`src/rtl/afifo_wr_arbiter.sv`:
```
// Round-robin, packet-locked arbiter sharing the async FIFO write port among NREQ requesters.
// A grant is held until a beat with last transfers or MAX_BURST beats have been written.
//
// state  | meaning
// IDLE   | no grant held; pick the next valid requester from rr_ptr upward
// LOCKED | grant_id owns the write port until last or the burst cap

module afifo_wr_arbiter #(
    parameter int DATA_WIDTH = 8,
    parameter int NREQ       = 4,
    parameter int MAX_BURST  = 16
) (
    input  logic                       clk,
    input  logic                       nrst,
    input  logic [NREQ-1:0]            req_valid,
    input  logic [NREQ*DATA_WIDTH-1:0] req_data,
    input  logic [NREQ-1:0]            req_last,
    output logic [NREQ-1:0]            req_ready,
    input  logic                       fifo_full,
    output logic                       fifo_winc,
    output logic [DATA_WIDTH-1:0]      fifo_wdata,
    output logic [$clog2(NREQ)-1:0]    grant_id,
    output logic                       busy
);

    localparam int ID_W  = $clog2(NREQ);
    localparam int CNT_W = $clog2(MAX_BURST + 1);

    typedef enum logic {
        IDLE   = 1'b0,
        LOCKED = 1'b1
    } state_t;

    state_t            state;
    logic [ID_W-1:0]   rr_ptr;
    logic [CNT_W-1:0]  beat_cnt;

    logic              pick_found;
    logic [ID_W-1:0]   pick_idx;
    logic [ID_W-1:0]   next_ptr;
    logic              locked;
    logic              g_valid;
    logic              g_last;
    logic [DATA_WIDTH-1:0] g_data;
    logic              xfer;
    logic              rel;

    // Scan downward so the lowest offset from rr_ptr wins; the wrap keeps indices below NREQ.
    always_comb begin
        pick_found = 1'b0;
        pick_idx   = '0;
        for (int i = NREQ - 1; i >= 0; i--) begin
            int j;
            j = int'(rr_ptr) + i;
            if (j >= NREQ) j = j - NREQ;
            if (req_valid[j]) begin
                pick_found = 1'b1;
                pick_idx   = ID_W'(j);
            end
        end
    end

    assign next_ptr = (grant_id == ID_W'(NREQ - 1)) ? '0 : grant_id + 1'b1;

    assign locked  = (state == LOCKED);
    assign g_valid = req_valid[grant_id];
    assign g_last  = req_last[grant_id];
    assign g_data  = req_data[grant_id*DATA_WIDTH +: DATA_WIDTH];
    assign xfer    = locked && g_valid && !fifo_full;
    assign rel     = xfer && (g_last || (beat_cnt == CNT_W'(MAX_BURST - 1)));

    // Write strobe stays combinational so the FIFO sees full in the same cycle.
    always_comb begin
        req_ready = '0;
        if (locked && !fifo_full) req_ready[grant_id] = 1'b1;
    end

    assign fifo_winc  = xfer;
    assign fifo_wdata = xfer ? g_data : '0;
    assign busy       = locked;

    always_ff @(posedge clk or negedge nrst) begin
        if (!nrst) begin
            state    <= IDLE;
            rr_ptr   <= '0;
            grant_id <= '0;
            beat_cnt <= '0;
        end else begin
            case (state)
                IDLE: begin
                    if (pick_found) begin
                        grant_id <= pick_idx;
                        beat_cnt <= '0;
                        state    <= LOCKED;
                    end
                end
                LOCKED: begin
                    if (rel) begin
                        state    <= IDLE;
                        rr_ptr   <= next_ptr;
                        beat_cnt <= '0;
                    end else if (xfer) begin
                        beat_cnt <= beat_cnt + 1'b1;
                    end
                end
                default: state <= IDLE;
            endcase
        end
    end

endmodule

```
`config.mk`:
```
export PLATFORM = sky130hd
export DESIGN_NAME = afifo_wr_arbiter
export DESIGN_NICKNAME = d
export VERILOG_FILES = /design/src/rtl/afifo_wr_arbiter.sv
export SDC_FILE = /design/constraint.sdc
export NUM_CORES = 1
export LEC_CHECK = 0
export ABC_CLOCK_PERIOD_IN_PS = 2300
export BUFFER_PORTS_ARGS = -buffer_cell sky130_fd_sc_hd__buf_2
export CORE_UTILIZATION = 44
export CTS_BUF_LIST = sky130_fd_sc_hd__clkbuf_8
export DETAILED_ROUTE_END_ITERATION = 10
export PLACE_DENSITY = 0.89
export SLEW_MARGIN = 25
export SYNTH_ARGS = -nofsm -noshare
export SYNTH_HDL_FRONTEND = slang
export SYNTH_SLANG_ARGS = --single-unit
```
`constraint.sdc`:
```
create_clock -name clk -period 2.3 [get_ports clk]
set_input_delay 0.23 -clock clk [delete_from_list [all_inputs] [get_ports clk]]
set_output_delay 0.23 -clock clk [all_outputs]
set_load 0.01 [all_outputs]
```
==> flow_metrics.py <==
metrics = {
    "sta": {
        "setup_viol": 0,
        "fmax_mhz": 498,
        "final-max-slew-violation-count": 0,
        "fin_skew_ps": 9.72,
        "slew_headroom_pct": 78.4,
        "hold_viol_final": 0,
        "worst-slew-pin-transition_ps": 321,
        "rsz0062_at_grt": "false",
        "fin_ws_ps": 293,
        "finalSetupTns_ps": 0,
        "finalCriticalPeriod_ps": 2010,
        "fin_crit_sh_pct": 87.3,
    },
    "routing": {
        "drt-initial-drc-count": 12,
        "wire_per_inst_um": 14.9,
        "viasPerCell": 5.55,
        "drtPass1Iterations": 4,
        "remaining_drc_errors": 0,
        "wl_mm": 2.74,
        "vias": 1022,
        "route.antenna.remaining_nets": 0,
    },
    "finish": {
        "fillCellCount": 168,
        "antenna_cells": 0,
        "area_growth_pct": 39.5,
        "finalNetCount": 207,
        "finalInstanceArea_mm2": 0.00137,
        "drive_gt1_share_pct": 52.2,
    },
    "synthesis": {
        "synth_cell_types": 34,
        "post_synth.cell_area_avg_um2": 10.3,
        "async_flop_share_pct": 100,
        "synth_ff_type": "dfrtp_1",
        "syn-cell-area_um2": 981,
        "synthesis.nets": 144,
        "ys_seq_elements": 10,
        "syn_inst": 95,
        "synth-edff-count": 0,
        "synth_warnings": 0,
        "seq_area_frac_synth_pct": 25.5,
    },
    "pwr": {
        "peakVddDrop_mv": 0.653,
        "power_frac_comb_pct": 59.5,
        "swShare_pct": 40.2,
        "clkPwrFrac_pct": 17.3,
        "leakagePower_uw": 0.000698,
        "p_switching_uw": 529,
        "p_seq_share_pct": 23.2,
        "p_int_uw": 788,
        "powerDensity_mw_per_mm2": 962,
    },
    "grt": {
        "use_met2_pct": 46.1,
        "use_met1_pct": 26.8,
        "grt_pass1_vias": 1073,
        "grt_max_degree": 14,
        "grt_busiest_layer": "met2",
        "antenna_found_initial": 0,
        "grt_util_met3_pct": 5.30,
        "grtUsageTotal_pct": 24.8,
        "grt-ovfl-total": 0,
        "grt_pass1_wl_mm": 4.60,
    },
    "clock_tree": {
        "cts.path.max_buffers": 2,
        "cts_tree": "yes",
        "cts.sinks": 10,
        "clk_pin_slew_ps": 50,
        "cts_max_level": 1,
        "cts_buffers": 3,
        "cts_root_buffer": "clkbuf_8",
        "clock_latency_ps": 240,
    },
    "outcome": {
        "run_status": "completed",
    },
    "setup_path": {
        "cp.required_ps": 2070,
        "r2r_cells": 4,
        "timing.rr.start": "grant_id[0]",
        "start_kind": "register",
        "crit_fanout": 13,
        "crit_type": "reg2out",
        "timing.rr.end": "rr_ptr[1]",
        "arrival_ps": 1780,
        "end_kind": "output pin",
        "rrSetupSlack_ps": 560,
    },
    "place": {
        "placed_cell_area_mm2": 0.00130,
        "port_buffers": 58,
        "dp_slack_ps": 522,
        "place_congestion": 0.793,
        "dp_hpwl_mm": 2.20,
    },
    "hold_path": {
        "hold_depth": 3,
        "hold_path.class": "in2reg",
        "holdCritStartpoint": "req_valid[2]",
        "hold-path-endpoint": "grant_id[1]",
    },
    "floorplan": {
        "die_w_um": 49.2,
        "die_h_um": 49.2,
        "die_area_mm2": 0.00242,
        "num_io_pins": 59,
        "fp-row-count": 16,
        "start_util_pct": 48.5,
        "fp.coreArea_mm2": 0.00202,
    },
    "job": {
        "maxCapViolCount": 0,
    },
}
cells in the mapped netlist (2+ instances only):
cell,n,share of area (%)
mux4_2,10,23
a32oi_1,2,1.8
o41ai_1,2,1.8
nor2b_1,2,1.3
a21oi_1,3,1.5
nor2_1,3,1.1
nand2_1,6,2.3
nand2b_1,3,1.9
dfrtp_1,10,26
nor3b_1,2,1.5
ha_1,6,7.7
o21ai_1,2,1.0
and2_1,4,2.6
and3_1,9,5.7
o21ai_0,5,2.6
inv_1,6,2.3
nand3_1,3,1.5
worst max-delay path, stage by stage (launching register included):
cell and delay (ps):
dfrtp_1 420, buf_4 270, mux4_2 510, and3_1 190, buf_2 140
layout make-up:
type | instances | area (um^2) | area share (%)
flip-flops and latches | 10 | 250 | 18.3
multi-input cells | 75 | 684 | 50.0
repair buffers | 62 | 323 | 23.6
well taps | 27 | 33.8 | 2.47
clock buffers | 4 | 55.1 | 4.02
inverters | 6 | 22.5 | 1.65
cells in the final DEF (no fill, tap or decap), types with 2 or more instances in the layout:
cell | synthesis | final
buf_2 | 1 | 58
mux4_2 | 10 | 10
dfrtp_1 | 10 | 10
and3_1 | 9 | 9
inv_1 | 6 | 6
nand2_1 | 6 | 6
ha_1 | 6 | 6
o21ai_0 | 5 | 5
and2_1 | 4 | 4
clkbuf_8 | 0 | 4
nand2b_1 | 3 | 3
nor2_1 | 3 | 3
nand3_1 | 3 | 3
a21oi_1 | 3 | 3
buf_4 | 0 | 3
nor2b_1 | 2 | 2
o41ai_1 | 2 | 2
nor3b_1 | 2 | 2
a32oi_1 | 2 | 2
o21ai_1 | 2 | 2
state kept, by name (all words and copies together), names as in the netlist:
register,count
busy,1
rr_ptr,2
grant_id,2
beat_cnt,5
timing repair:
item | 4_1_cts | 5_1_grt
setup endpoints to repair | 0 | 0
endpoints found under the hold margin | 10 | 0
gates resized for setup | 0 | 0
setup buffers | 0 | 0
hold buffers | 1 | 0
through the flow:
stage / instances / hold slack [ps] / utilization [%] / total power (uW)
finish: 184 / 322 / 67.7 / 1320
global route: 184 / 360 / 67.7 / 1420
CTS: 184 / 319 / 67.7 / 1330
detailed placement: 179 / 107 / 64.5 / 1100
global placement: 179 / 99.6 / 64.5 / 1060
floorplan: 95 / -65.6 / - / 876
power by group through the flow:
stage / combinational, uW / sequential, uW / clock [uW]
after global placement: 757 / 300 / 0
final: 784 / 305 / 228
after detailed placement: 790 / 306 / 0
after global routing: 868 / 314 / 236
after floorplan: 567 / 309 / 0
after CTS: 793 / 305 / 229
worst max path at each step:
| stage | to | start | depth (start not counted) | slack (ps) |
|---|---|---|---|---|
| 2_1_floorplan | fifo_wdata[0] | grant_id[0] | 3 | 520 |
| 3_3_place_gp | rr_ptr[1] | beat_cnt[0] | 6 | 590 |
| 3_5_place_dp | fifo_wdata[1] | grant_id[0] | 4 | 520 |
| 4_1_cts | fifo_wdata[1] | grant_id[0] | 4 | 270 |
| 5_1_grt | fifo_wdata[3] | grant_id[0] | 4 | 190 |
| 6_report | fifo_wdata[3] | grant_id[0] | 4 | 290 |
cells by family (layout without fill, tap and decap cells):
group / Yosys count / after routing / share of synthesized area, %
AO/OA/AOI/OAI: 18 / 18 / 12.1
adder cells (fa/ha/maj): 6 / 6 / 7.65
buffers and inverters: 10 / 72 / 4.72
flip-flops: 10 / 10 / 25.5
multiplexers: 13 / 13 / 26.7
AND/OR/NAND/NOR: 38 / 38 / 23.3
metal layers:
metal  up-vias  routed length [um]
li1        487                   -
met1       504                1060
met2        27                1540
met3         4                 104
met4         0                  28
met5         -                   0
No activity file was read; power rests on OpenSTA's default activity.
